`config.mk`:
```
export PLATFORM = sky130hd
export DESIGN_NAME = exec_stage
export DESIGN_NICKNAME = d
export VERILOG_FILES = /design/src/rtl/exec_pkg.sv /design/src/rtl/exec_stage_mul.sv /design/src/rtl/exec_stage.sv
export SDC_FILE = /design/constraint.sdc
export NUM_CORES = 1
export LEC_CHECK = 0
export CAP_MARGIN = 5
export CORE_UTILIZATION = 50
export DETAILED_ROUTE_END_ITERATION = 10
export PLACE_DENSITY_LB_ADDON = 0.1
export SLEW_MARGIN = 0
export SYNTH_ARGS = -nofsm -noshare
export SYNTH_HDL_FRONTEND = slang
export SYNTH_SLANG_ARGS = --single-unit
```
`constraint.sdc`:
```
create_clock -name clock -period 20.8 [get_ports clock]
set_input_delay 2.08 -clock clock [delete_from_list [all_inputs] [get_ports clock]]
set_output_delay 2.08 -clock clock [all_outputs]
set_load 0.02 [all_outputs]
```
`src/rtl/exec_pkg.sv`:
```
// Shared definitions for the execute stage: default widths, opcodes, FSM states.
package exec_pkg;

    localparam int unsigned M_DEF = 32;
    localparam int unsigned N_DEF = 10;

    localparam logic [2:0] OP_ADD = 3'b000;
    localparam logic [2:0] OP_SUB = 3'b001;
    localparam logic [2:0] OP_AND = 3'b010;
    localparam logic [2:0] OP_OR  = 3'b011;
    localparam logic [2:0] OP_XOR = 3'b100;
    localparam logic [2:0] OP_SLT = 3'b101;
    localparam logic [2:0] OP_MUL = 3'b110;
    localparam logic [2:0] OP_NOP = 3'b111;

    typedef enum logic [1:0] {
        S_IDLE = 2'b00,
        S_READ = 2'b01,
        S_EXEC = 2'b10,
        S_WB   = 2'b11
    } state_t;

endpackage

```
`src/rtl/exec_stage_mul.sv`:
```
// Iterative shift-add multiplier: M steps, one multiplier bit per clock.
// product is the accumulator including the current step, so it holds the
// full low-M-bit product during the cycle where last is high.
module mul_shift_add #(
    parameter int unsigned M = 32
) (
    input  logic         clock,
    input  logic         reset,
    input  logic         start,
    input  logic [M-1:0] multiplicand,
    input  logic [M-1:0] multiplier,
    output logic         busy,
    output logic         last,
    output logic [M-1:0] product
);

    localparam int unsigned CW = (M > 1) ? $clog2(M) : 1;

    logic [M-1:0]  mcand_q;
    logic [M-1:0]  mplier_q;
    logic [M-1:0]  acc_q;
    logic [CW-1:0] cnt_q;
    logic          busy_q;

    // Load operands on start, then add/shift once per cycle until the last step.
    always_ff @(posedge clock or posedge reset) begin
        if (reset) begin
            mcand_q  <= '0;
            mplier_q <= '0;
            acc_q    <= '0;
            cnt_q    <= '0;
            busy_q   <= 1'b0;
        end else if (start) begin
            mcand_q  <= multiplicand;
            mplier_q <= multiplier;
            acc_q    <= '0;
            cnt_q    <= '0;
            busy_q   <= 1'b1;
        end else if (busy_q) begin
            acc_q    <= product;
            mcand_q  <= mcand_q << 1;
            mplier_q <= mplier_q >> 1;
            cnt_q    <= cnt_q + CW'(1);
            if (cnt_q == CW'(M - 1)) begin
                busy_q <= 1'b0;
            end
        end
    end

    // Accumulator value after the current step.
    always_comb begin
        product = mplier_q[0] ? (acc_q + mcand_q) : acc_q;
    end

    assign busy = busy_q;
    assign last = busy_q && (cnt_q == CW'(M - 1));

endmodule

```
`src/rtl/exec_stage.sv`:
```
// Sequential execute stage: one instruction in flight, reads two operands from
// the register bank, computes an ALU or multiply result, writes it back.
module exec_stage
    import exec_pkg::*;
#(
    parameter int unsigned M = M_DEF,
    parameter int unsigned N = N_DEF
) (
    input  logic         clock,
    input  logic         reset,
    input  logic         in_valid,
    output logic         in_ready,
    input  logic [2:0]   op,
    input  logic [N-1:0] rs1,
    input  logic [N-1:0] rs2,
    input  logic [N-1:0] rd,
    output logic [N-1:0] rf_addr1,
    output logic [N-1:0] rf_addr2,
    input  logic [M-1:0] rf_data1,
    input  logic [M-1:0] rf_data2,
    output logic         rf_we,
    output logic [N-1:0] rf_addr3,
    output logic [M-1:0] rf_wdata,
    output logic         done
);

    state_t       state_q, state_d;
    logic [2:0]   op_q;
    logic [N-1:0] rs1_q, rs2_q, rd_q;
    logic [M-1:0] opa_q, opb_q;
    logic [M-1:0] result_q;
    logic [M-1:0] alu_res;

    logic         mul_start;
    logic         mul_busy;
    logic         mul_last;
    logic [M-1:0] mul_product;

    // The multiplier loads straight from the bank read ports at the end of
    // READ so its first step lands in the first EXEC cycle.
    assign mul_start = (state_q == S_READ) && (op_q == OP_MUL);

    mul_shift_add #(.M(M)) u_mul (
        .clock        (clock),
        .reset        (reset),
        .start        (mul_start),
        .multiplicand (rf_data1),
        .multiplier   (rf_data2),
        .busy         (mul_busy),
        .last         (mul_last),
        .product      (mul_product)
    );

    // State register.
    always_ff @(posedge clock or posedge reset) begin
        if (reset) begin
            state_q <= S_IDLE;
        end else begin
            state_q <= state_d;
        end
    end

    // Next-state decode and state-derived handshake/writeback controls.
    always_comb begin
        state_d  = state_q;
        in_ready = 1'b0;
        rf_we    = 1'b0;
        done     = 1'b0;
        case (state_q)
            S_IDLE: begin
                in_ready = 1'b1;
                if (in_valid) state_d = S_READ;
            end
            S_READ: state_d = S_EXEC;
            S_EXEC: begin
                if (op_q != OP_MUL || mul_last) state_d = S_WB;
            end
            S_WB: begin
                rf_we   = (op_q != OP_NOP);
                done    = 1'b1;
                state_d = S_IDLE;
            end
            default: state_d = S_IDLE;
        endcase
    end

    // Single-cycle ALU on the captured operands.
    always_comb begin
        alu_res = '0;
        case (op_q)
            OP_ADD:  alu_res = opa_q + opb_q;
            OP_SUB:  alu_res = opa_q - opb_q;
            OP_AND:  alu_res = opa_q & opb_q;
            OP_OR:   alu_res = opa_q | opb_q;
            OP_XOR:  alu_res = opa_q ^ opb_q;
            OP_SLT:  alu_res = {{(M-1){1'b0}}, ($signed(opa_q) < $signed(opb_q))};
            default: alu_res = '0;
        endcase
    end

    // Instruction fields, operand capture and result register.
    always_ff @(posedge clock or posedge reset) begin
        if (reset) begin
            op_q     <= '0;
            rs1_q    <= '0;
            rs2_q    <= '0;
            rd_q     <= '0;
            opa_q    <= '0;
            opb_q    <= '0;
            result_q <= '0;
        end else begin
            case (state_q)
                S_IDLE: begin
                    if (in_valid) begin
                        op_q  <= op;
                        rs1_q <= rs1;
                        rs2_q <= rs2;
                        rd_q  <= rd;
                    end
                end
                S_READ: begin
                    opa_q <= rf_data1;
                    opb_q <= rf_data2;
                end
                S_EXEC: begin
                    if (op_q != OP_MUL) begin
                        result_q <= alu_res;
                    end else if (mul_busy && mul_last) begin
                        result_q <= mul_product;
                    end
                end
                default: ;
            endcase
        end
    end

    assign rf_addr1 = rs1_q;
    assign rf_addr2 = rs2_q;
    assign rf_addr3 = rd_q;
    assign rf_wdata = result_q;

endmodule
```
=== Yosys cells after proc, flatten, opt, wreduce, memory -nomap -nowiden ===
Index checks and enable logic that the tools add are counted.

* Register bits: 233
* Output and inout bits: 65
* Logic and storage cells: 67
* Bits of input ports: 100

* Eq/ne operators: 14
* Magnitude comparators: 1
* Bitwise logic cells: 3
* Mux-type cells: 21
* Add/sub/neg operators: 4
* Reductions and logical operators: 11

{| class="wikitable"
|+ Operators with widths
! cell !! count
|-
| two-way mux 32 bit || 9
|-
| one-hot mux 32 bit (6 select lines) || 1
|-
| adder 32 bit || 2
|-
| AND 32 bit || 1
|-
| < comparator 32 bit || 1
|-
| bitwise OR 32 bit || 1
|-
| subtractor 32 bit || 1
|-
| bitwise XOR 32 bit || 1
|-
| two-way mux 5 bit || 2
|-
| equality test 3 bit (second input constant) || 3
|-
| one-hot mux 2 bit (4 select lines) || 1
|-
| equality test 3 x 2 -> 1 bit (second input constant) || 2
|-
| two-way mux 1 bit || 6
|-
| inequality test 3 bit (second input constant) || 2
|-
| AND reduction 2 bit || 3
|-
| adder 5 x 1 -> 5 bit (second input constant) || 1
|-
| equality test 5 bit (second input constant) || 1
|-
| equality test 2 bit (second input constant) || 2
|-
| two-way mux 2 bit || 2
|-
| inequality test 2 bit (second input constant) || 2
|-
| nonzero test 2 bit || 2
|-
| equality test 3 x 1 -> 1 bit (second input constant) || 1
|-
| logical AND 1 bit || 3
|-
| zero test 3 bit || 1
|-
| 3 further kinds || 3
|}

=== Logic depth before layout (Yosys ltp) ===
Gate-level depths: netlist (run 1).

* Depth in word-level cells: 5
* Gate-level depth with buffers: 13
* Depth with buffers taken out: 13

=== Hierarchy ===
Synthesis (run 1) repeated with hierarchy kept, for this count alone.

* Cell total of the unflattened synthesis: 1955
* Area total of the unflattened synthesis: 16923.7 um2

{| class="wikitable"
|+ By module, submodules not included
! module !! sequential area each (um2) !! cells each !! times used !! area each (um2)
|-
| exec_stage || 3278.1 || 1211 || 1 || 10191.0
|-
| mul_shift_add || 2552.4 || 744 || 1 || 6732.7
|}

=== Worst setup path before layout (run 1) ===
No wires, ideal clock.

* Kind: flip-flop to output port
* Start: reg op_q[0]
* End: out rf_we
* Arrival time: 1.734 ns
* Setup slack: 16.986 ns
* Data required time: 18.720 ns
* Cell stages (with the launch flop): 6
* Cells stage by stage: dfrtp_1 > clkbuf_1 > clkbuf_1 > clkbuf_1 > buf_1 > a31oi_1

* Longest elaborated chain between the ends: 2

{| class="wikitable"
|+ Ends and longest elaborated chain
! what !! line !! RTL
|-
| start: declaration || exec_stage.sv:28 || <nowiki>logic [2:0] op_q;</nowiki>
|-
| start signal: assignment || exec_stage.sv:115 || <nowiki>op_q <= op;</nowiki>
|-
| inequality test 3 bit || exec_stage.sv:79 || <nowiki>rf_we = (op_q != OP_NOP);</nowiki>
|-
| two-way mux 1 bit || exec_stage.sv:69 || <nowiki>case (state_q)</nowiki>
|-
| end: declaration || exec_stage.sv:21 || <nowiki>output logic rf_we,</nowiki>
|}

Every way passes these cells.

=== Final worst setup path (run 1) ===
Ends and elaborated chain as after synthesis.

==> impl_metrics.env, run 1 <==
export IMPL_status="completed"
export IMPL_crit_end="rf_we"
export IMPL_diodes=0
export IMPL_dp_cells=2470
export IMPL_instances_no_fill=2518
export IMPL_io_pins=165
export IMPL_antenna_found_initial=0
export IMPL_crit_family="flip-flops"
export IMPL_min_path_type="flip-flop to flip-flop"
export IMPL_tritoncts="done"
export IMPL_cts_htree_levels=1
export IMPL_worstRegToRegCells=11
export IMPL_synth_top_flop_cell="dfrtp_1"
export IMPL_post_cts_resized=0
export IMPL_dp_slack_ns=16.61
export IMPL_setup_violations=0
export IMPL_crit_type="flip-flop to primary output"
export IMPL_drt_total_wl_mm=53.4
export IMPL_grt_pass1_vias=14700
export IMPL_vias=15200
export IMPL_max_freq_mhz=231
export IMPL_grt_max_degree=115
export IMPL_cap_violations=0
export IMPL_port_buffers=164
export IMPL_syn_nets=2206
export IMPL_path_cells="a31oi_1, clkdlybuf4s50_1"
export IMPL_place_gp_congestion=0.939
export IMPL_slew_viol_final=0
export IMPL_ys_ff_latch=233
export IMPL_die_area_um2=34000
export IMPL_clock_sinks=233
export IMPL_wl_per_cell_um=21.2
export IMPL_path_buf_inv=1
export IMPL_final_layout_size_suffix_gt1_share_pct=6.31
export IMPL_rows=66
export IMPL_yosysWarnings=0
export IMPL_arrival_ns=2.26
export IMPL_grt_use_total_pct=31.5
export IMPL_drc=0
export IMPL_rsz0062_at_grt="false"
export IMPL_root_buffer="clkbuf_16"
export IMPL_slowest_delay_ns=0.90
export IMPL_initial_utilization_pct=50.9
export IMPL_hold_violations=0
export IMPL_slew_headroom_pct=34.0
export IMPL_areaGrowthSynthToFinish_pct=17.0
export IMPL_synth_top_cell_area_share_pct=35.1
export IMPL_vias_per_cell=6.05
export IMPL_final_nets=2300
export IMPL_rr_endpoint="rf_wdata[29]"
export IMPL_async_flop_share_pct=100
export IMPL_r2r_start="opa_q[2]"
export IMPL_firstDrtPassIters=6
export IMPL_synth_edf_count=0
export IMPL_clkLatencyLatePin_ns=0.56
export IMPL_layout_common_cells="246 x nand2_1, 231 x dfrtp_1, 204 x o21ai_0"
export IMPL_syn_instance_count=1963
export IMPL_numCtsBuffers=27
export IMPL_worst_ep_required_time_ns=18.72
export IMPL_whs_ns=0.478
export IMPL_end_kind="primary output"
export IMPL_clk_path_buf_depth=3
export IMPL_cp_num_cells=2
export IMPL_fin_ws_ns=16.46
export IMPL_finalCritPeriodShare_pct=20.8
export IMPL_cts_hold_fix_buffers=0
export IMPL_tns_ns=0
export IMPL_cp_start_kind="flip-flop"
export IMPL_ant_nets=0
export IMPL_finalCriticalPeriod_ns=4.34
export IMPL_ys_seq_area_share_pct=35.1
export IMPL_r2r_slack_ns=16.88
export IMPL_skew_ns=0.0161
export IMPL_synth_area_leader_cell="dfrtp_1"
export IMPL_die_h_um=184
export IMPL_first_iter_violations=1504
export IMPL_cp_max_fo=44
export IMPL_cts_setup_buffers=0
export IMPL_grt_ovfl_total=0
export IMPL_cp_startpoint="op_q[0]"
export IMPL_synth_cell_area_um2=16600
export IMPL_critPathSlowestCell="dfrtp_2"
export IMPL_core_region_area_um2=32600
export IMPL_grt_pass1_wl_mm=82.8
export IMPL_clkTransAtPathRegs_ns=0.06
export IMPL_worst_pin_slew_ns=0.989
export IMPL_dieWidth_um=184
export IMPL_dp_hpwl_mm=39.4
export IMPL_avgSynthCellArea_um2=8.46
export IMPL_layout_commonest_cell="nand2_1"
export IMPL_synth_distinct_cells=76
export IMPL_synth_area_leaders="dfrtp_1 35%, ha_1 11%, o21ai_0 6.1%, nand2_1 5.6%, mux2i_1 4.8%"
-- area by class of cell --
cell class	instances	area, µm²
Clock buffer	39	781
Clock inverter	9	129
Fill cell	2964	13200
Inverter	117	447
Multi-Input combinational cell	1493	9900
Sequential cell	233	5840
Tap cell	442	553
Timing Repair Buffer	185	1800
-- how the worst min path moves through the flow --
| stage | startpoint | endpoint | cells past startpoint |
|---|---|---|---|
| detailed placement | rf_wdata[11] | rf_wdata[11] | 2 |
| floorplan | u_mul.mplier_q[31] | u_mul.mplier_q[31] | 2 |
| global route | rf_addr2[2] | rf_addr2[2] | 1 |
| global placement | rf_wdata[9] | rf_wdata[9] | 2 |
| CTS | rf_wdata[11] | rf_wdata[11] | 2 |
| finish | rf_wdata[11] | rf_wdata[11] | 2 |
-- metrics by stage --
stage               instance area [µm²]  util (%)
CTS                               19400      59.6
global route                      19400      59.6
global placement                  18500      56.8
finish                            19400      59.6
floorplan                         16600         -
detailed placement                18500      56.8
-- sequential cells by signal (all words and copies together) (netlist names) --
name and cells:
rf_wdata 32, u_mul.acc_q 32, opb_q 32, u_mul.busy 1, u_mul.mplier_q 32, op_q 3
u_mul.mcand_q 32, rf_addr1 10, opa_q 32, state_q 2, rf_addr3 10, u_mul.cnt_q 5
rf_addr2 10
-- layer usage --
metal,global-route usage [%],vias to the layer above,routed length (µm)
li1,-,7165,-
met1,47.3,7340,25400
met2,45.7,645,22100
met3,6.34,72,4690
met4,8.47,0,1140
met5,0,-,0
-- synthesized netlist by cell type, types with 5 or more instances --
library cell	n
xor2_1	17
and3_1	13
a311oi_1	6
o32a_1	7
or4_1	6
a211oi_1	32
nor2_1	157
a21oi_1	148
a22oi_1	19
clkbuf_1	98
o221ai_1	12
o21bai_1	17
a211o_1	9
xnor2_1	39
nand3_1	31
nand2b_1	12
inv_1	115
mux2i_1	80
buf_2	9
nor3b_1	5
mux2_2	36
a31oi_1	23
nand2_1	246
buf_1	12
o221a_2	6
o22ai_1	15
nor4_1	9
nand4_1	15
ha_1	140
nor2b_1	11
a21o_1	19
a221oi_1	6
o31ai_1	12
o21a_1	7
dfrtp_1	233
o21ai_0	204
o211ai_1	30
or2_2	5
nor3_1	32
-- worst min-delay path, stage by stage (launching register included) --
cell and delay [ns]:
dfrtp_1 0.34, nand2_1 0.04, o21ai_0 0.06
-- logic make-up after synthesis --
family                   count (synthesis)  share of synthesized area [%]
AO/OA/AOI/OAI                          616                           23.3
XOR/XNOR                                56                           2.95
adder cells (fa/ha/maj)                143                           10.9
buffers and inverters                  237                           5.47
flip-flops                             233                           35.1
multiplexers                           117                           7.40
AND/OR/NAND/NOR                        561                           14.9
Power of run 1 is not shown: default switching activity piles up to over one toggle a cycle in this logic, so the estimate is an artifact.
==> run 2: changes to the inputs <==
clock period = 3.64 ns   (was 20.8 ns; I/O delays follow)
==> impl_metrics.env, run 2 (synthesis gave the netlist of run 1 again) <==
export IMPL_status="completed"
export IMPL_finalCriticalPeriod_ns=3.44
export IMPL_core_region_area_um2=32600
export IMPL_diodes=0
export IMPL_dp_slack_ns=0.228
export IMPL_initial_utilization_pct=50.9
export IMPL_hold_violations=0
export IMPL_clkLatencyLatePin_ns=0.57
export IMPL_grt_pass1_wl_mm=87.3
export IMPL_whs_ns=0.274
export IMPL_drc=0
export IMPL_clock_sinks=233
export IMPL_drt_total_wl_mm=56.9
export IMPL_crit_type="flip-flop to flip-flop"
export IMPL_grt_use_total_pct=33.5
export IMPL_place_gp_congestion=0.998
export IMPL_rows=66
export IMPL_final_nets=2352
export IMPL_cp_max_fo=9
export IMPL_wl_per_cell_um=22.2
export IMPL_antenna_found_initial=3
export IMPL_grt_pass1_vias=15100
export IMPL_clk_path_buf_depth=3
export IMPL_min_path_type="input port to async pin"
export IMPL_worst_pin_slew_ns=0.741
export IMPL_fin_ws_ns=0.196
export IMPL_slew_headroom_pct=50.5
export IMPL_tritoncts="done"
export IMPL_fill_cells=2909
export IMPL_fin_util_pct=61.1
export IMPL_clkTransAtPathRegs_ns=0.06
export IMPL_first_iter_violations=1483
export IMPL_cp_start_kind="flip-flop"
export IMPL_skew_ns=0.0117
export IMPL_slew_viol_final=0
export IMPL_numCtsBuffers=28
export IMPL_setup_violations=0
export IMPL_finalCritPeriodShare_pct=94.6
export IMPL_die_h_um=184
export IMPL_port_buffers=164
export IMPL_dp_hpwl_mm=43.2
export IMPL_grt_max_degree=130
export IMPL_rsz0062_at_grt="false"
export IMPL_max_freq_mhz=290
export IMPL_grt_ovfl_total=0
export IMPL_cap_violations=0
export IMPL_root_buffer="clkbuf_16"
export IMPL_worst_ep_required_time_ns=4.09
export IMPL_layout_commonest_cell="nand2_1"
export IMPL_dieWidth_um=184
export IMPL_die_area_um2=34000
export IMPL_areaGrowthSynthToFinish_pct=19.9
export IMPL_vias_per_cell=6.04
export IMPL_tns_ns=0
export IMPL_cts_htree_levels=1
export IMPL_final_layout_size_suffix_gt1_share_pct=8.79
export IMPL_io_pins=165
export IMPL_layout_common_cells="246 x nand2_1, 231 x dfrtp_1, 204 x o21ai_0"
export IMPL_vias=15500
export IMPL_end_kind="flip-flop"
export IMPL_arrival_ns=3.89
export IMPL_ant_nets=0
export IMPL_firstDrtPassIters=5
-- run 2: area by class of cell --
| class | instances | area, µm² | area share, % |
|---|---|---|---|
| Tap cell | 442 | 553 | 2.78 |
| Inverter | 117 | 443 | 2.22 |
| Clock inverter | 9 | 109 | 0.546 |
| Sequential cell | 233 | 5840 | 29.3 |
| Clock buffer | 39 | 792 | 3.97 |
| Multi-Input combinational cell | 1493 | 9920 | 49.8 |
| Timing Repair Buffer | 236 | 2270 | 11.4 |
-- run 2: path summary, 6_finish.rpt --
kind | to | cells past startpoint | slack, ns | start
worst max-delay path | rf_wdata[30] | 11 | 0.20 | opa_q[2]
worst min-delay path | opb_q[8] | 2 | 0.27 | reset
worst max register to register | rf_wdata[30] | 11 | 0.20 | opa_q[2]
worst min register to register | rf_wdata[6] | 2 | 0.48 | rf_wdata[6]
max in group asynchronous | rf_wdata[16] | 3 | 2.60 | reset
min in group clock | u_mul.mplier_q[9] | 3 | 0.38 | rf_data2[9]
-- run 2: through the flow --
step,cells,cell area [µm²]
2_1_floorplan,1963,16600
3_3_place_gp,2520,19000
3_5_place_dp,2520,19000
4_1_cts,2568,19900
5_1_grt,2569,19900
6_report,2569,19900
-- run 2: worst max-delay path, cell delays in order (launching register included) --
cell and delay (ns):
dfrtp_1 0.40, inv_1 0.08, ha_1 0.42, nand2b_4 0.22, a221oi_4 0.30, o2111ai_2 0.22
or3_4 0.46, a211o_1 0.38, a21oi_2 0.17, nor3_1 0.07, a32o_1 0.27, o32a_1 0.33
-- run 2: timing repair --
item | 4_1_cts | 5_1_grt
setup buffers | 0 | 1
gates resized for setup | 0 | 5
hold buffers | 0 | 0
setup endpoints to repair | 0 | 5
-- run 2: layer usage --
| metal | part of all wire [%] | track usage, % | up-vias |
|---|---|---|---|
| met5 | 0.032 | 0 | - |
| met4 | 2.3 | 7.63 | 2 |
| met3 | 8.6 | 5.97 | 89 |
| met2 | 43 | 50.1 | 683 |
| met1 | 46 | 50.0 | 7460 |
| li1 | - | - | 7285 |
Power of run 2 is left out for the same reason.
==> run 3: changes to the inputs <==
MAX_ROUTING_LAYER = met4   (was not set)
SLEW_MARGIN = not set   (was 0)
==> impl_metrics.env, run 3 (synthesis gave the netlist of run 1 again) <==
export IMPL_status="completed"
export IMPL_initial_utilization_pct=50.9
export IMPL_finalCriticalPeriod_ns=3.46
export IMPL_skew_ns=0.0238
export IMPL_clkTransAtPathRegs_ns=0.06
export IMPL_grt_use_total_pct=34.2
export IMPL_firstDrtPassIters=5
export IMPL_antenna_found_initial=0
export IMPL_max_freq_mhz=289
export IMPL_vias_per_cell=6.06
export IMPL_grt_pass1_wl_mm=86.8
export IMPL_hold_violations=0
export IMPL_setup_violations=0
export IMPL_io_pins=165
export IMPL_tns_ns=0
export IMPL_clkLatencyLatePin_ns=0.58
export IMPL_layout_common_cells="246 x nand2_1, 230 x dfrtp_1, 204 x o21ai_0"
export IMPL_min_path_type="input port to async pin"
export IMPL_arrival_ns=3.92
export IMPL_cp_start_kind="flip-flop"
export IMPL_slew_headroom_pct=43.4
export IMPL_grt_max_degree=98
export IMPL_tritoncts="done"
export IMPL_areaGrowthSynthToFinish_pct=20.3
export IMPL_slew_viol_final=0
export IMPL_dp_hpwl_mm=42.3
export IMPL_dieWidth_um=184
export IMPL_core_region_area_um2=32600
export IMPL_r2r_slack_ns=0.18
export IMPL_rsz0062_at_grt="false"
export IMPL_port_buffers=164
export IMPL_finalCritPeriodShare_pct=95.1
export IMPL_end_kind="flip-flop"
export IMPL_slowest_delay_ns=0.46
export IMPL_final_nets=2349
export IMPL_place_gp_congestion=0.987
export IMPL_grt_pass1_vias=15000
export IMPL_final_layout_size_suffix_gt1_share_pct=8.74
export IMPL_numCtsBuffers=28
export IMPL_critPathSlowestCell="or3_4"
export IMPL_cap_violations=0
export IMPL_first_iter_violations=1625
export IMPL_rows=66
export IMPL_path_cells="inv_1, ha_1, nand2b_4, a221oi_4, o2111ai_2, or3_4, a211o_1, a21oi_2, nor3_1, a32o_1, o32a_1"
export IMPL_crit_type="flip-flop to flip-flop"
export IMPL_drt_total_wl_mm=56.0
export IMPL_worstRegToRegCells=11
export IMPL_die_area_um2=34000
export IMPL_cts_hold_fix_buffers=0
export IMPL_r2r_start="opa_q[2]"
export IMPL_worst_ep_required_time_ns=4.10
export IMPL_grt_ovfl_total=0
export IMPL_cts_htree_levels=1
export IMPL_wl_per_cell_um=21.8
export IMPL_clk_path_buf_depth=3
export IMPL_path_buf_inv=1
export IMPL_drc=0
export IMPL_layout_commonest_cell="nand2_1"
export IMPL_vias=15600
export IMPL_root_buffer="clkbuf_16"
export IMPL_diodes=0
export IMPL_worst_pin_slew_ns=0.849
export IMPL_clock_sinks=233
export IMPL_ant_nets=0
export IMPL_cp_max_fo=9
export IMPL_crit_family="compound AO/OA/AOI/OAI gates"
export IMPL_die_h_um=184
export IMPL_rr_endpoint="rf_wdata[30]"
-- run 3: worst max path at each step --
stage | cells past startpoint | startpoint | slack, ns | endpoint
final | 11 | opa_q[2] | 0.18 | rf_wdata[30]
after global routing | 13 | opb_q[1] | 0.04 | rf_wdata[31]
after CTS | 13 | opa_q[1] | 0.20 | rf_wdata[31]
after detailed placement | 13 | opa_q[1] | 0.24 | rf_wdata[31]
after global placement | 13 | opa_q[1] | 0.28 | rf_wdata[31]
after floorplan | 1 | reset | 0.23 | op_q[0]
-- run 3: final cells by class --
type / instances / area (µm²)
inverter: 117 / 443
clock buffer: 39 / 802
timing repair buffer: 233 / 2220
tap: 442 / 553
fill: 2903 / 12600
clock inverter: 13 / 233
sequential: 233 / 5840
multi-input combinational: 1493 / 9900
-- run 3: per-layer routing --
metal	track usage, %	wire length [µm]	up-vias
met5	-	0	-
met4	7.10	1110	0
met3	6.18	4770	89
met2	49.3	23700	642
met1	49.7	26400	7560
li1	-	-	7279
-- run 3: through the flow --
stage / setup WS, ns / util, % / std cells / cell area [µm²] / hold WS, ns
3_3_place_gp: 0.279 / 58.1 / 2518 / 19000 / 0.464
2_1_floorplan: 0.226 / - / 1963 / 16600 / 0.466
3_5_place_dp: 0.242 / 58.1 / 2518 / 19000 / 0.473
5_1_grt: 0.0418 / 61.3 / 2570 / 20000 / 0.173
4_1_cts: 0.198 / 61.3 / 2570 / 20000 / 0.152
6_report: 0.177 / 61.3 / 2570 / 20000 / 0.155
-- run 3: repair_timing --
item	in CTS	in global routing
resized for setup	0	2
buffers inserted	0	0
endpoints found under the setup margin	0	4
Power of run 3 is left out for the same reason.
